==> src/rtl/noc_pkg.sv <==
// Shared NoC definitions: flit ID encodings, header field layout helpers and
// the injector state encoding.
package noc_pkg;

  localparam logic [1:0] FlitBody     = 2'b00;
  localparam logic [1:0] FlitTail     = 2'b01;
  localparam logic [1:0] FlitHead     = 2'b10;
  localparam logic [1:0] FlitHeadTail = 2'b11;

  typedef enum logic [0:0] {
    StIdle,
    StPayload
  } inj_state_e;

  // Header layout from LSB: dst_x, dst_y, src_x, src_y, len.
  function automatic int unsigned hdr_dst_y_off(input int unsigned x_w);
    return x_w;
  endfunction

  function automatic int unsigned hdr_src_x_off(input int unsigned x_w, input int unsigned y_w);
    return x_w + y_w;
  endfunction

  function automatic int unsigned hdr_src_y_off(input int unsigned x_w, input int unsigned y_w);
    return 2 * x_w + y_w;
  endfunction

  function automatic int unsigned hdr_len_off(input int unsigned x_w, input int unsigned y_w);
    return 2 * x_w + 2 * y_w;
  endfunction

  // TAIL and HEAD_TAIL both close a packet; they share id bit 0.
  function automatic logic flit_is_last(input logic [1:0] id);
    return id[0];
  endfunction

endpackage

==> src/rtl/flit_out_reg.sv <==
// Single-entry valid/ready output register: loads when the slot is free,
// holds its contents stable while the consumer stalls.
module flit_out_reg #(
  parameter int unsigned Width = 34
) (
  input  logic             clk_i,
  input  logic             rst_ni,
  input  logic             load_i,
  input  logic [Width-1:0] data_i,
  input  logic             ready_i,
  output logic             valid_o,
  output logic [Width-1:0] data_o,
  output logic             slot_free_o
);

  logic             valid_q, valid_d;
  logic [Width-1:0] data_q, data_d;

  assign slot_free_o = !valid_q || ready_i;
  assign valid_o     = valid_q;
  assign data_o      = data_q;

  always_comb begin
    valid_d = valid_q;
    data_d  = data_q;
    if (slot_free_o) begin
      valid_d = load_i;
      if (load_i) begin
        data_d = data_i;
      end
    end
  end

  always_ff @(posedge clk_i or negedge rst_ni) begin
    if (!rst_ni) begin
      valid_q <= 1'b0;
      data_q  <= '0;
    end else begin
      valid_q <= valid_d;
      data_q  <= data_d;
    end
  end

endmodule

==> src/rtl/xy_packet_injector.sv <==
// Resource-side packet injector for the XY mesh: turns a request plus payload
// stream into HEAD/BODY/TAIL flits toward the router's resource port.
module xy_packet_injector
  import noc_pkg::*;
#(
  parameter int unsigned X_CORD          = 0,
  parameter int unsigned Y_CORD          = 0,
  parameter int unsigned PACKET_ADDR_X_W = 4,
  parameter int unsigned PACKET_ADDR_Y_W = 4,
  parameter int unsigned LEN_W           = 4,
  parameter int unsigned DATA_W          = 32,
  parameter int unsigned PKT_CNT_W       = 16
) (
  input  logic                       clk_i,
  input  logic                       rst_ni,
  input  logic                       req_valid_i,
  output logic                       req_ready_o,
  input  logic [PACKET_ADDR_X_W-1:0] req_x_addr_i,
  input  logic [PACKET_ADDR_Y_W-1:0] req_y_addr_i,
  input  logic [LEN_W-1:0]           req_len_i,
  input  logic                       data_valid_i,
  output logic                       data_ready_o,
  input  logic [DATA_W-1:0]          data_i,
  output logic [DATA_W+1:0]          flit_o,
  output logic                       flit_valid_o,
  input  logic                       flit_ready_i,
  output logic                       pkt_sent_o,
  output logic [PKT_CNT_W-1:0]       pkt_cnt_o
);

  localparam int unsigned DstYOff = hdr_dst_y_off(PACKET_ADDR_X_W);
  localparam int unsigned SrcXOff = hdr_src_x_off(PACKET_ADDR_X_W, PACKET_ADDR_Y_W);
  localparam int unsigned SrcYOff = hdr_src_y_off(PACKET_ADDR_X_W, PACKET_ADDR_Y_W);
  localparam int unsigned LenOff  = hdr_len_off(PACKET_ADDR_X_W, PACKET_ADDR_Y_W);

  inj_state_e           state_q, state_d;
  logic [LEN_W-1:0]     rem_q, rem_d;
  logic                 sent_q, sent_d;
  logic [PKT_CNT_W-1:0] cnt_q;

  logic                 slot_free;
  logic                 load;
  logic [DATA_W+1:0]    load_flit;
  logic [DATA_W-1:0]    hdr;

  always_comb begin
    hdr = '0;
    hdr[PACKET_ADDR_X_W-1:0]         = req_x_addr_i;
    hdr[DstYOff +: PACKET_ADDR_Y_W]  = req_y_addr_i;
    hdr[SrcXOff +: PACKET_ADDR_X_W]  = PACKET_ADDR_X_W'(X_CORD);
    hdr[SrcYOff +: PACKET_ADDR_Y_W]  = PACKET_ADDR_Y_W'(Y_CORD);
    hdr[LenOff +: LEN_W]             = req_len_i;
  end

  always_comb begin
    state_d      = state_q;
    rem_d        = rem_q;
    req_ready_o  = 1'b0;
    data_ready_o = 1'b0;
    load         = 1'b0;
    load_flit    = '0;
    unique case (state_q)
      StIdle: begin
        req_ready_o = slot_free;
        if (req_valid_i && slot_free) begin
          load = 1'b1;
          if (req_len_i == '0) begin
            load_flit = {FlitHeadTail, hdr};
          end else begin
            load_flit = {FlitHead, hdr};
            rem_d     = req_len_i;
            state_d   = StPayload;
          end
        end
      end
      StPayload: begin
        data_ready_o = slot_free;
        if (data_valid_i && slot_free) begin
          load  = 1'b1;
          rem_d = rem_q - LEN_W'(1);
          if (rem_q == LEN_W'(1)) begin
            load_flit = {FlitTail, data_i};
            state_d   = StIdle;
          end else begin
            load_flit = {FlitBody, data_i};
          end
        end
      end
      default: state_d = StIdle;
    endcase
  end

  flit_out_reg #(
    .Width (DATA_W + 2)
  ) u_flit_out_reg (
    .clk_i       (clk_i),
    .rst_ni      (rst_ni),
    .load_i      (load),
    .data_i      (load_flit),
    .ready_i     (flit_ready_i),
    .valid_o     (flit_valid_o),
    .data_o      (flit_o),
    .slot_free_o (slot_free)
  );

  assign sent_d     = flit_valid_o && flit_ready_i && flit_is_last(flit_o[DATA_W+1:DATA_W]);
  assign pkt_sent_o = sent_q;
  assign pkt_cnt_o  = cnt_q;

  always_ff @(posedge clk_i or negedge rst_ni) begin
    if (!rst_ni) begin
      state_q <= StIdle;
      rem_q   <= '0;
      sent_q  <= 1'b0;
      cnt_q   <= '0;
    end else begin
      state_q <= state_d;
      rem_q   <= rem_d;
      sent_q  <= sent_d;
      if (sent_d) begin
        cnt_q <= cnt_q + PKT_CNT_W'(1);
      end
    end
  end

endmodule

==> config.mk <==
export PLATFORM = sky130hd
export DESIGN_NAME = xy_packet_injector
export DESIGN_NICKNAME = d
export VERILOG_FILES = /design/src/rtl/noc_pkg.sv /design/src/rtl/flit_out_reg.sv /design/src/rtl/xy_packet_injector.sv
export SDC_FILE = /design/constraint.sdc
export NUM_CORES = 1
export LEC_CHECK = 0
export CORE_ASPECT_RATIO = 2
export CORE_MARGIN = 2
export CORE_UTILIZATION = 30
export CTS_CLUSTER_SIZE = 16
export DETAILED_ROUTE_END_ITERATION = 10
export SETUP_SLACK_MARGIN = 0.02
export SYNTH_ARGS = -nofsm -noshare
export SYNTH_HDL_FRONTEND = slang
export SYNTH_HIERARCHICAL = 1
export SYNTH_SLANG_ARGS = --single-unit
==> constraint.sdc <==
create_clock -name clk_i -period 3.1 [get_ports clk_i]
set_clock_uncertainty 0.15 [all_clocks]
set_input_delay 0.465 -clock clk_i [delete_from_list [all_inputs] [get_ports clk_i]]
set_output_delay 0.465 -clock clk_i [all_outputs]
set_load 0.005 [all_outputs]
==> run summary <==
The half-perimeter wire length of the detailed placement result was 5100 um; the area taken by flip-flops and latches was 1430 um2. Setup repair after global routing left no endpoint under its margin. For the wire length of the first global-routing pass, the log shows 10900 um. In the final layout, the multi-input gates occupy 1250 um2. For the worst-case headroom to the max-slew limit, the log shows 0.266. STA classifies the critical path endpoint as an output port.

At the end of the flow, the number of nets in the layout was 372. The summed area of non-filler cells in the final layout is 4230 um2, and the die area is 10200 um2. The tools report the cell area after technology mapping as 2800 um2. The worst setup path is launched from an input pin.

For this run, the number of standard cells in the final layout without fillers is 427. Along the worst path, the maximum fanout reaches 7. The total of flip-flops plus latches after synthesis is 57. The worst setup path is of the in2out kind. Measured along the y axis, the die boundary spans 141 um.

The first-pass iteration count of the detailed router came out at 4. Standard cell area after detailed placement: 3890 um2. The fraction of final layout cells with drive strength greater than 1 was 0.188; the Yosys warning count was 6. The classification of the worst-slack hold path is in2async. After layout, the minimum clock period comes to 2.41 ns.

The clock drives 57 sinks. Synthesis produced a netlist with a net count of 264. For the max-slew violation total from the final report, the log shows 0. Antenna diode count: 0. The run gives 212 as the instance count of the mapped netlist. The cell sitting at the root of the clock tree is a sky130_fd_sc_hd__clkbuf_16. For this run, design rule violations remaining after detail routing come to 0. TritonCTS built the clock tree. The run gives 6960 um as the routed wire length. The worst register-to-register path begins at u_flit_out_reg/valid_o$_DFFE_PN0P_. Using the TritonRoute via totals, the vias-per-cell ratio works out to 4.72.

For the share of power burned in registers, the log shows 0.344. For the via count of the first global-routing pass, the log shows 2042. At the pin with the least slew margin, the transition time is 1.10 ns.

The filler cells instantiated in the layout total 838. The routability-driven placement congestion ratio was 0.745; the maximum resistive drop on vdd was 0.297 mV. The fmax was 414 MHz; the fraction of the cycle the final worst path needs was 0.779.

Leaving out fill and tap cells, the most frequent cells in the layout are sky130_fd_sc_hd__clkdlybuf4s50_1 (101), sky130_fd_sc_hd__dfrtp_1 (57), sky130_fd_sc_hd__mux2_4 (30). The cell-internal power came out at 2.14 mW. For the core area, the log shows 9010 um2.

In this run the post-CTS setup repair buffer count came out at 0. The run gives 0.99 ns as the reg-to-reg setup timing slack. The iteration-0 DRC count of the detailed router is 66, and the effective utilization at floorplan is 0.310. Average detailed-routed wire length per instance: 16.3 um. Floorplan die width: 72.3 um. Power spread over the standard cell area amounts to 662 nW/um2. Counting along the longest clock path gives a buffer depth of 2. After clock tree synthesis, the flow added hold-fix buffers numbering 0. The area growth from synthesis to layout works out to 51.3%. The total global-route track usage came out at 0.142.

The static leakage power came out at 1.93 nW. For the number of gates resized after cts, the log shows 0. The final hold violation count was 0; the per-instance average area after synthesis was 13.2 um2. The clock power share came out at 0.403. Counting the buffers created by CTS gives 9. The part of the Yosys area used for sequential elements is 0.510, and the worst-skew pair later-pin latency is 0.32 ns. The logs give 0 for the total congestion overflow and 0 for the total setup violations reported at the end of the flow. The number of distinct library cells after synthesis is 36, and the number of antenna violations at the first check in global routing is 0. The worst register-to-register path ends at u_flit_out_reg/data_o[2]$_DFFE_PN0P_. Input and output buffers added on the ports amount to 102. The I/O pin count is 103. The most common library cell in the layout ignoring fill and taps was sky130_fd_sc_hd__clkdlybuf4s50_1. The combinational cell fraction of total power was 0.254.

The H-tree generated during clock tree synthesis spans 3 levels. The worst-case reg-to-reg path depth is 6. The floorplan has 49 rows. The tools report the vias after detailed routing as 2017.

For the pin count of the biggest net entering global routing, the log shows 50. The analysis attributes to net switching a power of 0.667 mW. The flow ran to the end, and the final reports show no timing, DRC or antenna violations. After detailed placement, the design holds a cell count of 411. Across the run, the number of max-cap violations was 0.

Data on the critical path arrives at its endpoint at 1.80 ns. Clock-pin slew was measured on the worst setup and hold paths at 0.05 ns. The run gives 0 ns as the final sum of negative setup slack. The logs give 2.48 ns for the required time at the endpoint of the critical path and 0 for the count of antenna-violating nets left after detailed routing. Fraction of power spent switching nets: 0.238.
## worst max-delay path by stage
stage,startpoint,to,depth (start not counted)
after floorplan,flit_ready_i,u_flit_out_reg/data_o[0]$_DFFE_PN0P_,9
after global placement,flit_ready_i,u_flit_out_reg/data_o[3]$_DFFE_PN0P_,7
after detailed placement,flit_ready_i,u_flit_out_reg/data_o[2]$_DFFE_PN0P_,7
after CTS,flit_ready_i,data_ready_o,4
after global routing,flit_ready_i,req_ready_o,4
final,flit_ready_i,data_ready_o,4
## layout make-up
type | instances | share of cell area
Sequential cell | 57 | 0.337
Multi-Input combinational cell | 139 | 0.295
Timing Repair Buffer | 106 | 0.250
Clock buffer | 10 | 0.0565
Tap cell | 102 | 0.0302
Clock inverter | 6 | 0.0248
Inverter | 7 | 0.00621
## metal layers
| layer | part of all wire | vias up | wire (um) | GRT usage |
|---|---|---|---|---|
| met5 | 0 | - | 0 | 0 |
| li1 | - | 958 | - | - |
| met3 | 0.056 | 8 | 390 | 0.0345 |
| met4 | 0.018 | 0 | 123 | 0.0655 |
| met2 | 0.55 | 65 | 3850 | 0.246 |
| met1 | 0.37 | 986 | 2590 | 0.159 |
## worst max-delay path, cell delays in order
cell and delay, ns:
sky130_fd_sc_hd__clkdlybuf4s50_1 0.51, sky130_fd_sc_hd__nand2b_4 0.18, sky130_fd_sc_hd__and2_1 0.14, sky130_fd_sc_hd__clkdlybuf4s50_1 0.50
## per-stage QoR
step	hold WS [ns]	utilization	total power, mW	setup slack (ns)
final	0.209	0.470	2.80	0.685
after global routing	0.311	0.470	2.95	0.636
after CTS	0.251	0.470	2.85	0.665
after detailed placement	0.317	0.431	1.70	0.392
after global placement	0.313	0.431	1.68	0.457
after floorplan	0.0194	-	1.33	0.924
## power groups by stage
stage	Clock (mW)	Combinational, mW	Sequential (mW)
final	1.13	0.711	0.964
after global routing	1.20	0.769	0.981
after CTS	1.16	0.725	0.965
after detailed placement	0	0.723	0.973
after global placement	0	0.707	0.970
after floorplan	0	0.362	0.965
## state kept, by name (all words and copies together), names as in the netlist
| name | count |
|---|---|
| u_flit_out_reg/valid_o | 1 |
| pkt_cnt_o | 16 |
| pkt_sent_o | 1 |
| rem_q | 4 |
| u_flit_out_reg/data_o | 34 |
| state_q | 1 |
## synthesized netlist by cell type (all sizes together)
master  count  area [um2]
dfrtp      57        1430
mux2       35         507
and2       22         138
xnor2      14         123
a22o       12         105
nand2      12        52.6
nand3       8        40.0
inv         7        26.3
buf         6        83.8
nand4       6        37.5
nor2        4        15.0
clkbuf      3        11.3
ha          3        37.5
o21ai       3        15.0
or4         3        26.3
a21oi       2        21.3
a32oi       2        17.5
mux2i       2        20.0
a211oi      1        7.51
and2b       1        7.51
and3        1        6.26
and3b       1        8.76
and4        1        8.76
nand2b      1        13.8
nor3        1        10.0
nor4b       1        8.76
or2b        1        7.51
or3         1        6.26
xor2        1        8.76
## kinds of logic after synthesis
logic type      synth area share
compound gates            0.0595
xor+xnor                  0.0470
fa+ha+maj                 0.0134
buf+inv                   0.0434
flops                      0.510
mux                        0.188
simple gates               0.138
Power figures use the tool's default switching activity.
